### config.mk
export PLATFORM = sky130hd
export DESIGN_NAME = multicycle_control
export DESIGN_NICKNAME = d
export VERILOG_FILES = /design/src/rtl/multicycle_control.sv
export SDC_FILE = /design/constraint.sdc
export NUM_CORES = 1
export LEC_CHECK = 0
export CORE_MARGIN = 4
export CORE_UTILIZATION = 25
export DETAILED_ROUTE_END_ITERATION = 8
export PLACE_DENSITY = 0.51
export SYNTH_ARGS = -nofsm -noshare
export SYNTH_HDL_FRONTEND = slang
export SYNTH_SLANG_ARGS = --single-unit
export TNS_END_PERCENT = 50
### constraint.sdc
create_clock -name CLK -period 4.32 [get_ports CLK]
set_clock_uncertainty 0.15 [all_clocks]
set_input_delay 0.864 -clock CLK [delete_from_list [all_inputs] [get_ports CLK]]
set_output_delay 0.864 -clock CLK [all_outputs]
set_load 0.02 [all_outputs]
### src/rtl/multicycle_control.sv
// multicycle_control: phase sequencer for the multicycle MIPS datapath.
// Walks FETCH -> DECODE -> EXEC -> (MEM) -> (WB) per instruction, decodes the
// per-phase enables/selects from the current state, and counts retired
// instructions (one per PC load).
// Optional build macro MC_ILLEGAL_TRAP_EN: when defined, opfunc codes 13-15
// trap to HALT instead of retiring as a NOP.
module multicycle_control #(
  parameter int unsigned CNT_W = 32
) (
  input  logic             CLK,
  input  logic             RST,
  input  logic [3:0]       opfunc,
  input  logic             halt,
  input  logic             zero,
  input  logic             ihit,
  input  logic             dhit,
  output logic             iREN,
  output logic             dREN,
  output logic             dWEN,
  output logic             irWEN,
  output logic             mdrWEN,
  output logic             regWEN,
  output logic             pcWEN,
  output logic [1:0]       pcsrc,
  output logic [1:0]       regdst,
  output logic [1:0]       memtoreg,
  output logic             halted,
  output logic             illegal,
  output logic [2:0]       state,
  output logic [CNT_W-1:0] instr_count
);

  localparam logic [2:0] S_FETCH  = 3'd0;
  localparam logic [2:0] S_DECODE = 3'd1;
  localparam logic [2:0] S_EXEC   = 3'd2;
  localparam logic [2:0] S_MEM    = 3'd3;
  localparam logic [2:0] S_WB     = 3'd4;
  localparam logic [2:0] S_HALT   = 3'd5;

  localparam logic [3:0] OP_JUNK   = 4'd0;
  localparam logic [3:0] OP_JR     = 4'd1;
  localparam logic [3:0] OP_SL     = 4'd2;
  localparam logic [3:0] OP_BEQ    = 4'd3;
  localparam logic [3:0] OP_BNE    = 4'd4;
  localparam logic [3:0] OP_SW     = 4'd5;
  localparam logic [3:0] OP_LW     = 4'd6;
  localparam logic [3:0] OP_LUI    = 4'd7;
  localparam logic [3:0] OP_J      = 4'd8;
  localparam logic [3:0] OP_JAL    = 4'd9;
  localparam logic [3:0] OP_OTHERR = 4'd10;
  localparam logic [3:0] OP_OTHERI = 4'd11;
  localparam logic [3:0] OP_ERRMIN = 4'd13;

  localparam logic [1:0] PC_NPC    = 2'd0;
  localparam logic [1:0] PC_BRANCH = 2'd1;
  localparam logic [1:0] PC_JUMP   = 2'd2;
  localparam logic [1:0] PC_JREG   = 2'd3;

  localparam logic [1:0] RD_RD  = 2'd0;
  localparam logic [1:0] RD_RT  = 2'd1;
  localparam logic [1:0] RD_R31 = 2'd2;

  localparam logic [1:0] MR_ALUO  = 2'd0;
  localparam logic [1:0] MR_DLOAD = 2'd1;
  localparam logic [1:0] MR_PORTB = 2'd2;
  localparam logic [1:0] MR_NPC   = 2'd3;

  logic [2:0] state_next;
  logic       illegal_set;

  // State register; reset aborts whatever instruction is in flight.
  always_ff @(posedge CLK) begin
    if (RST) state <= S_FETCH;
    else     state <= state_next;
  end

  // Next-state and per-phase enable/select decode.
  always_comb begin
    state_next  = state;
    iREN        = 1'b0;
    dREN        = 1'b0;
    dWEN        = 1'b0;
    irWEN       = 1'b0;
    mdrWEN      = 1'b0;
    regWEN      = 1'b0;
    pcWEN       = 1'b0;
    pcsrc       = PC_NPC;
    regdst      = RD_RD;
    memtoreg    = MR_ALUO;
    illegal_set = 1'b0;

    case (state)
      S_FETCH: begin
        iREN = 1'b1;
        if (ihit) begin
          irWEN      = 1'b1;
          state_next = S_DECODE;
        end
      end
      S_DECODE: state_next = halt ? S_HALT : S_EXEC;
      S_EXEC: begin
        case (opfunc)
          OP_BEQ: begin
            pcWEN      = 1'b1;
            pcsrc      = zero ? PC_BRANCH : PC_NPC;
            state_next = S_FETCH;
          end
          OP_BNE: begin
            pcWEN      = 1'b1;
            pcsrc      = zero ? PC_NPC : PC_BRANCH;
            state_next = S_FETCH;
          end
          OP_J: begin
            pcWEN      = 1'b1;
            pcsrc      = PC_JUMP;
            state_next = S_FETCH;
          end
          OP_JR: begin
            pcWEN      = 1'b1;
            pcsrc      = PC_JREG;
            state_next = S_FETCH;
          end
          OP_SW, OP_LW: state_next = S_MEM;
          OP_SL, OP_LUI, OP_JAL, OP_OTHERR, OP_OTHERI: state_next = S_WB;
          default: begin
            // JUNK / OTHERJ / error codes retire as a NOP unless trapping
            illegal_set = (opfunc >= OP_ERRMIN);
`ifdef MC_ILLEGAL_TRAP_EN
            if (illegal_set) begin
              state_next = S_HALT;
            end else begin
              pcWEN      = 1'b1;
              state_next = S_FETCH;
            end
`else
            pcWEN      = 1'b1;
            state_next = S_FETCH;
`endif
          end
        endcase
      end
      S_MEM: begin
        if (opfunc == OP_LW) begin
          dREN = 1'b1;
          if (dhit) begin
            mdrWEN     = 1'b1;
            state_next = S_WB;
          end
        end else begin
          dWEN = 1'b1;
          if (dhit) begin
            pcWEN      = 1'b1;
            state_next = S_FETCH;
          end
        end
      end
      S_WB: begin
        regWEN     = 1'b1;
        pcWEN      = 1'b1;
        state_next = S_FETCH;
        case (opfunc)
          OP_JAL: begin
            pcsrc    = PC_JUMP;
            regdst   = RD_R31;
            memtoreg = MR_NPC;
          end
          OP_OTHERI: begin
            regdst   = RD_RT;
            memtoreg = MR_ALUO;
          end
          OP_LUI: begin
            regdst   = RD_RT;
            memtoreg = MR_PORTB;
          end
          OP_LW: begin
            regdst   = RD_RT;
            memtoreg = MR_DLOAD;
          end
          default: begin
            regdst   = RD_RD;
            memtoreg = MR_ALUO;
          end
        endcase
      end
      S_HALT:  state_next = S_HALT;
      default: state_next = S_FETCH;
    endcase

    // Reset dominates: nothing is requested or written while it is held.
    if (RST) begin
      iREN        = 1'b0;
      dREN        = 1'b0;
      dWEN        = 1'b0;
      irWEN       = 1'b0;
      mdrWEN      = 1'b0;
      regWEN      = 1'b0;
      pcWEN       = 1'b0;
      pcsrc       = PC_NPC;
      regdst      = RD_RD;
      memtoreg    = MR_ALUO;
      illegal_set = 1'b0;
    end
  end

  // Sticky halt flag, raised together with entry into HALT.
  always_ff @(posedge CLK) begin
    if (RST)                        halted <= 1'b0;
    else if (state_next == S_HALT)  halted <= 1'b1;
  end

  // Sticky illegal-opcode flag.
  always_ff @(posedge CLK) begin
    if (RST)              illegal <= 1'b0;
    else if (illegal_set) illegal <= 1'b1;
  end

  // Retired-instruction counter; wraps naturally at its width.
  always_ff @(posedge CLK) begin
    if (RST)        instr_count <= '0;
    else if (pcWEN) instr_count <= instr_count + CNT_W'(1);
  end

endmodule

==> results of run 1 <==
==> cells in the mapped netlist (2+ instances only) <==
library cell,count
sky130_fd_sc_hd__dfxtp_1,37
sky130_fd_sc_hd__a21oi_1,25
sky130_fd_sc_hd__nor2_1,22
sky130_fd_sc_hd__nand2_1,18
sky130_fd_sc_hd__xnor2_1,13
sky130_fd_sc_hd__nand3_1,12
sky130_fd_sc_hd__o21ai_0,12
sky130_fd_sc_hd__o31ai_1,10
sky130_fd_sc_hd__or3_1,10
sky130_fd_sc_hd__or4_1,10
sky130_fd_sc_hd__buf_2,9
sky130_fd_sc_hd__clkbuf_1,9
sky130_fd_sc_hd__a211oi_1,6
sky130_fd_sc_hd__inv_1,6
sky130_fd_sc_hd__and2_1,5
sky130_fd_sc_hd__nor3_1,5
sky130_fd_sc_hd__nor3b_1,5
sky130_fd_sc_hd__and4_1,4
sky130_fd_sc_hd__and3_1,3
sky130_fd_sc_hd__nand2b_1,3
sky130_fd_sc_hd__nand4_1,3
sky130_fd_sc_hd__a2111oi_0,2
sky130_fd_sc_hd__a21o_1,2
sky130_fd_sc_hd__mux2i_1,2
sky130_fd_sc_hd__nor2b_1,2
==> flip-flops by register name, summed over array words and instances, names as in the netlist <==
| name | flops |
|---|---|
| instr_count | 32 |
| state | 3 |
| halted | 1 |
| illegal | 1 |
==> power by group through the flow <==
stage	logic [µW]	clock network, µW	registers (µW)
2_1_floorplan	43.4	0	361
3_3_place_gp	76.5	0	361
3_5_place_dp	76.1	0	361
4_1_cts	76.4	250	353
5_1_grt	83.1	262	354
6_report	75.7	234	352
==> worst max path at each step <==
stage / to / start
after floorplan: pcsrc[1] / RST
after global placement: pcWEN / opfunc[0]
after detailed placement: pcWEN / opfunc[0]
after CTS: pcWEN / opfunc[0]
after global routing: pcsrc[0] / opfunc[0]
final: pcWEN / opfunc[0]
==> routing by layer <==
layer | wire [µm] | global-route usage, % | up-vias | share of wire (%)
met3 | 218 | 2.76 | 4 | 4.0
li1 | - | - | 1042 | -
met2 | 2540 | 18.9 | 36 | 46
met5 | 0 | 0 | - | 0
met1 | 2700 | 15.7 | 954 | 49
met4 | 46 | 3.15 | 0 | 0.84
==> through the flow <==
stage          instance area (µm²)  hold slack, ns  instances
3_5_place_dp                  2730           0.296        405
5_1_grt                       2810           0.313        413
3_3_place_gp                  2730           0.286        405
2_1_floorplan                 2060           0.372        257
6_report                      2810           0.303        413
4_1_cts                       2810           0.307        413
==> critical path, cell delays in order <==
cell                              delay, ns
sky130_fd_sc_hd__clkdlybuf4s50_1       0.71
sky130_fd_sc_hd__nand4bb_1             0.31
sky130_fd_sc_hd__a41oi_2               0.17
sky130_fd_sc_hd__a21oi_1               0.26
sky130_fd_sc_hd__clkdlybuf4s50_1       0.65
==> area by class of cell <==
class                           count  area, µm²
Tap cell                          102        128
Timing Repair Buffer               66        643
Clock inverter                      2       10.0
Multi-Input combinational cell    194       1190
Fill cell                         861       5040
Sequential cell                    37        741
Inverter                            6       22.5
Clock buffer                        6       72.6
==> cells by family after synthesis <==
group	Yosys count	synth area share (%)
xor+xnor	13	5.54
simple gates	109	29.7
compound gates	69	21.3
mux	2	0.974
flops	37	36.0
fa+ha+maj	1	0.609
buf+inv	26	5.84
==> results.md, run 1 <==
Floorplanning:
- The die width is 98.7 µm.
- The die is approximately 100 µm tall.
- Pin placement for this block handled 60 I/O pins.
- After floorplanning, the core was sized to cover a little under 0.008 mm².
- The die covers 0.00974 mm².
- Row generation in the floorplan step produced 32 rows.
- Once the floorplan was initialized, standard cells occupied a little over a quarter of the core.

Cells and area:
- Of the cells placed in the final design, the portion with a size suffix greater than 1 is between 5 and 6%.
- The top cell types in the final layout, fill and taps aside, are sky130_fd_sc_hd__clkdlybuf4s50_1, sky130_fd_sc_hd__dfxtp_1, sky130_fd_sc_hd__a21oi_1.
- From synthesis to final layout, the design area changed by 36.8%.
- The final core utilization is about 36%.
- The most common library cell in the layout ignoring fill and taps is sky130_fd_sc_hd__clkdlybuf4s50_1.
- The number of antenna diodes in the final layout is 0.
- The layout net count is around 320.

Power:
- Of the total power, registers draw between 50% and 60%.
- The switching power is approximately 170 µW.
- The power per cell area is approximately 240 mW/mm².
- After layout, the design draws a total of 662 µW.
- Per report_power, the combinational group accounts for a little under an eighth of the total.
- Per report_power, the clock group accounts for 35.4% of the total.
- VDD sags by at most approximately 0.13 mV.
- The net switching share of the total power is between 20% and 30%.
- The design internal power is about 500 µW.
- The analysis attributes to cell leakage a power of between 0.0008 and 0.0009 µW.

Yosys:
- The cell area after synthesis is between 0.002 and 0.0025 mm².
- After synthesis, the share of flip-flops with an asynchronous set or reset is 0%.
- In this run, synthesis inferred 0 flip-flops with an integrated enable.
- The number of nets in the synthesized netlist is ~270.
- The Yosys step of the flow raised 0 warnings.
- The largest total area in the synthesized netlist belongs to sky130_fd_sc_hd__dfxtp_1.
- The average instance in the mapped netlist occupies roughly 8 µm².
- Synthesis produced a netlist whose cell count is about 260.
- By area the synthesized netlist is led by sky130_fd_sc_hd__dfxtp_1, sky130_fd_sc_hd__a21oi_1, sky130_fd_sc_hd__xnor2_1.
- The top cell type's share of synthesized area is approximately 36%.
- The number of unique standard cell types used by synthesis is 47.
- Sequential cells were found to cover 36.0% of the synthesized design area.
- The predominant post-synthesis flop cell is sky130_fd_sc_hd__dfxtp_1.
- The synthesized flop and latch total is 37.

Detailed routing:
- The routed length per placed instance is 13.3 µm.
- The DRC violation count after routing is 0.
- For this run, the detailed router's first-pass iteration total came to 4.
- The total number of vias is a little over 2000.
- Using the TritonRoute via totals, the vias-per-cell ratio works out to just under 5.
- Summed over all layers, the routed wires come to about 5.5 mm.
- The DRC violation total after the first TritonRoute iteration is 90.
- The count of nets left with antenna violations after detail routing is 0.

Worst hold path:
- The cell count of the worst hold path is 2.
- The path with the worst hold slack has its endpoint at illegal.
- The critical hold path startpoint is illegal.
- The class of the tightest hold or removal check is flop to flop.

Global routing:
- Global routing finished with a remaining overflow of 0.
- The number of antenna violations at the first check in global routing is 0.
- Across every metal layer, demand over resource in global routing totals between 10% and 20%.
- The via count of the first global-routing pass is 1912.
- The first-pass GRT wire length is about 9.4 mm.
- The maximum number of pins on one net before global-route repair is 28.

STA:
- The clock period minus final worst setup slack is 3.98 ns.
- Setup violations remaining at the end of the flow were counted as 0.
- For this run, the top clock speed supported by timing is approximately 250 MHz.
- Setup repair after global routing left no endpoint under its margin.
- The final count of hold timing violations came to 0.
- The relative slew slack is 57.3%.
- Of the available clock period, the critical path in the final layout requires just over 90%.
- The final max-slew violation count is 0.
- The total negative slack is 0 ns.
- In the post-route analysis, the smallest setup slack over all paths is approximately 0.34 ns.
- At the pin with the least slew margin, the transition time is 0.640 ns.

Worst setup path:
- The critical path startpoint category is an input port.
- The endpoint of the worst-slack reg-to-reg timing path is instr_count[25].
- The worst setup path is captured at an output port.
- The category of the critical setup timing path is input port to output port.
- Data arrives at the worst endpoint at between 2 and 3 ns.
- The depth of the worst register-to-register path is 6.
- STA puts the critical path data required time at approximately 3.3 ns.
- The setup slack of the most critical reg-to-reg path is 1.82 ns.
- The origin of the critical flop-to-flop path is state[1].
- The maximum fanout count along the critical path is 11.

Clocking:
- After clock tree synthesis, the clock-pin slew on the worst setup and hold paths is roughly 0.070 ns.
- The clock latency at the later pin of the worst-skew pair is 0.28 ns.
- The tree is rooted in a sky130_fd_sc_hd__clkbuf_8.
- Counting along the longest clock path gives a buffer depth of 2.
- The H-tree generated during clock tree synthesis spans 2 levels.
- Counting every sink on the clock net gives 37.
- The TritonCTS buffer count is 5.
- Buffers added to address setup during post-CTS repair amount to 0.
- The clock tree from TritonCTS is yes.
- The number of buffers inserted for hold repair after clock tree synthesis is 0.
- The post-cts resize count is 0.

Place:
- The congestion estimate from routability-driven global placement came to 0.752.
- At the placement stage, the worst setup path has a slack of approximately 0.34 ns.
- The HPWL after detailed placement is between 4 and 5 mm.
- Port buffering added 59 buffers.

Flow run:
- The tool flagged a number of max-cap violations equal to 0.

Run status:
- The run finished with clean final reports.
Note: power is estimated with default switching activity, not from simulation.
==> inputs of run 2 (changes only) <==
--- a/config.mk
+++ b/config.mk
@@ -9,6 +9,7 @@
 export CORE_UTILIZATION = 25
 export DETAILED_ROUTE_END_ITERATION = 8
 export PLACE_DENSITY = 0.51
+export SKIP_CTS_REPAIR_TIMING = 1
 export SYNTH_ARGS = -nofsm -noshare
 export SYNTH_HDL_FRONTEND = slang
 export SYNTH_SLANG_ARGS = --single-unit
==> results of run 2 <==
Same layout as run 1: the final DEF is identical, and so are final timing and power.
==> RTL change (settings of run 1) <==
Register the inputs `opfunc`, `halt`, `zero`, `ihit` and `dhit` before use, cleared by the reset. The logic sees them one clock later.
--- a/src/rtl/multicycle_control.sv
+++ b/src/rtl/multicycle_control.sv
@@ -66,4 +66,26 @@
   localparam logic [1:0] MR_NPC   = 2'd3;
 
+  logic [3:0] opfunc_q;
+  logic halt_q;
+  logic zero_q;
+  logic ihit_q;
+  logic dhit_q;
+
+  always_ff @(posedge CLK) begin
+    if (RST) begin
+      opfunc_q <= '0;
+      halt_q   <= '0;
+      zero_q   <= '0;
+      ihit_q   <= '0;
+      dhit_q   <= '0;
+    end else begin
+      opfunc_q <= opfunc;
+      halt_q   <= halt;
+      zero_q   <= zero;
+      ihit_q   <= ihit;
+      dhit_q   <= dhit;
+    end
+  end
+
   logic [2:0] state_next;
   logic       illegal_set;
@@ -93,20 +115,20 @@
       S_FETCH: begin
         iREN = 1'b1;
-        if (ihit) begin
+        if (ihit_q) begin
           irWEN      = 1'b1;
           state_next = S_DECODE;
         end
       end
-      S_DECODE: state_next = halt ? S_HALT : S_EXEC;
+      S_DECODE: state_next = halt_q ? S_HALT : S_EXEC;
       S_EXEC: begin
-        case (opfunc)
+        case (opfunc_q)
           OP_BEQ: begin
             pcWEN      = 1'b1;
-            pcsrc      = zero ? PC_BRANCH : PC_NPC;
+            pcsrc      = zero_q ? PC_BRANCH : PC_NPC;
             state_next = S_FETCH;
           end
           OP_BNE: begin
             pcWEN      = 1'b1;
-            pcsrc      = zero ? PC_NPC : PC_BRANCH;
+            pcsrc      = zero_q ? PC_NPC : PC_BRANCH;
             state_next = S_FETCH;
           end
@@ -125,5 +147,5 @@
           default: begin
             // JUNK / OTHERJ / error codes retire as a NOP unless trapping
-            illegal_set = (opfunc >= OP_ERRMIN);
+            illegal_set = (opfunc_q >= OP_ERRMIN);
 `ifdef MC_ILLEGAL_TRAP_EN
             if (illegal_set) begin
@@ -141,7 +163,7 @@
       end
       S_MEM: begin
-        if (opfunc == OP_LW) begin
+        if (opfunc_q == OP_LW) begin
           dREN = 1'b1;
-          if (dhit) begin
+          if (dhit_q) begin
             mdrWEN     = 1'b1;
             state_next = S_WB;
@@ -149,5 +171,5 @@
         end else begin
           dWEN = 1'b1;
-          if (dhit) begin
+          if (dhit_q) begin
             pcWEN      = 1'b1;
             state_next = S_FETCH;
@@ -159,5 +181,5 @@
         pcWEN      = 1'b1;
         state_next = S_FETCH;
-        case (opfunc)
+        case (opfunc_q)
           OP_JAL: begin
             pcsrc    = PC_JUMP;
Function: changed (a bounded check fails within 4 cycles, from zero or initial values and one cycle with RST high).
==> RTL change against run 1 <==
Clock power increased by 23%; via count increased by 7.1%; global-route usage shrank 0.15 points; synthesized area increased by 11%; sequential cell count up 8; design area grew 8.7%; worst setup slack better by 0.23 ns; power up 16%; wire length rose by 10%.
==> RTL change: results (changes against run 1) <==
| Metric | Value |
|---|---|
| Largest net degree at the start of global routing | 29 (+3.6%) |
| Peak supply drop | 112.0 µV (-13%) |
| Final nets | 338 (+5.3%) |
| DRT Pass-1 Iters | 4 (unchanged) |
| Dominant synthesized flop cell | dfxtp_1 |
| Hold endpoint | illegal$_SDFFE_PP0P_ |
| Syn_nets | 286 (+6.7%) |
| Sequential area share after synthesis | 39.58% (+3.6 points) |
| RR Startpoint | state[1]$_SDFF_PP0_ |
| 1st-iter DRT viols | 89 (-1.1%) |
| Root buf cell | clkbuf_8 |
| Slowest stage delay, CP | 0.69 ns (-0.02 ns) |
| Placed cells | 428 (+5.7%) |
| All-Layer GR Usage | 11.54% (-0.15 points) |
| Worst-path clk slew | 0.08 ns |
| CTS max path bufs | 2 (unchanged) |
| List of most frequent post-synthesis cells | dfxtp_1, a21oi_1, nor2_1, nand2_1 |
| Cell variety after synth | 45 (-4.3%) |
| Port Buffers | 59 (unchanged) |
| Share of cells above drive strength 1 | 5.183% (-0.28 points) |
| First-pass GRT wire length | 10030 µm (+6.9%) |
| Highest net fanout along the worst path | 13 (+2) |
| Post-CTS Setup Inserts | 0 (unchanged) |
| CP max stage cell | clkdlybuf4s50_1 |
| N_diodes | 0 (unchanged) |
| Worst path top cell family by delay | buffers and inverters |
| Vias in the first global route | 2071 (+8.3%) |
| Biggest regs | instr_count: 32 flops, opfunc_q: 4 flops, state: 3 flops |
| Worst reg2reg path endpoint | instr_count[27]$_SDFFE_PP0P_ |
| Routed WL per cell | 13.90 µm (+4.4%) |
| Syn Area/Cell | 8.276 µm² (+3.5%) |
| Skew-Pair Late Insertion Delay | 0.29 ns |
| Leak pwr | 0.0008973 µW (+6.5%) |
| R2r worst-path depth | 6 (unchanged) |
| Placer Congestion | 0.7603 (+1.1%) |
| Async set or reset register ratio after synthesis | 0% (unchanged) |
| YS warnings | 0 (unchanged) |
| Flop-to-flop setup slack | 1.65 ns (-0.17 ns) |
| CTS buffer count | 5 (unchanged) |
| CTS resizes | 0 (unchanged) |
| Hold Crit Class | reg2reg |
| Drt total wl | 6059 µm (+10%) |
| CTS H-tree depth | 2 (unchanged) |
| Hold_sp | illegal$_SDFFE_PP0P_ |
| Run status | finished, final reports clean |
| Hold Slack | 0.3139 ns (+0.01134 ns) |
| Pre-CTS setup slack | 0.7467 ns (+0.4107 ns) |
| Top cells by area in the synthesized netlist | dfxtp_1, a21oi_1, xnor2_1 |
| Initial antenna violation count | 0 (unchanged) |
| Hold path cells | 2 (unchanged) |
| Vias per inst | 5.002 (+1.5%) |
| Placed Area | 2954 µm² (+8.3%) |
| Slew margin rel. | 57.08% (-0.25 points) |
| HPWL after detailed placement | 4263 µm (+6.4%) |
-- RTL change: worst reg2reg max path: stages (launching register included) --
cell and delay [ns]:
dfxtp_1 0.57, nand2b_1 0.25, o31a_1 0.34, buf_4 0.18, a21o_1 0.41, or4_1 0.56
a21oi_1 0.15
-- RTL change: worst max path at each step --
stage | startpoint | endpoint | slack [ns] | cells past startpoint
3_5_place_dp | RST | pcsrc[1] | 0.75 | 6
3_3_place_gp | RST | pcsrc[1] | 0.75 | 6
6_report | state[1]$_SDFF_PP0_ | pcWEN | 0.57 | 5
2_1_floorplan | RST | pcsrc[1] | 0.53 | 4
5_1_grt | state[1]$_SDFF_PP0_ | pcWEN | 0.42 | 5
4_1_cts | state[1]$_SDFF_PP0_ | pcWEN | 0.56 | 5
-- RTL change: kinds of logic (layout without fill, tap and decap cells) --
logic type	count (synthesis)	count (layout)	share of synthesized area (%)
and+or+nand+nor	118	118	28.75
AOI/OAI and AO/OA	68	68	19.57
DFF	45	45	39.58
buffers and inverters	26	79	4.838
xor gates and xnor gates	14	14	5.388
muxes	3	3	1.319
adders and majority gates	1	1	0.5497
-- RTL change: final cells by class --
cell class	instances	area, µm²
fill	919	5751
sequential	45	900.9
tap	108	135.1
clock buffer	7	96.34
multi-input combinational	204	1272
clock inverter	1	5.005
timing repair buffer	63	615.6
inverter	8	30.03
-- RTL change: where the power goes --
part / switching [µW] / total, µW / internal, µW
clock network: 143 / 288 / 145
registers: 10.4 / 430 / 420
logic: 25.9 / 49.8 / 23.9
-- RTL change: metal layers --
metal | global-route usage (%) | vias to the layer above | part of all wire, %
met2 | 18.63 | 45 | 47
met4 | 2.689 | 0 | 0.66
met3 | 2.616 | 4 | 4.3
li1 | - | 1109 | -
met5 | 0 | - | 0
met1 | 15.68 | 1023 | 48
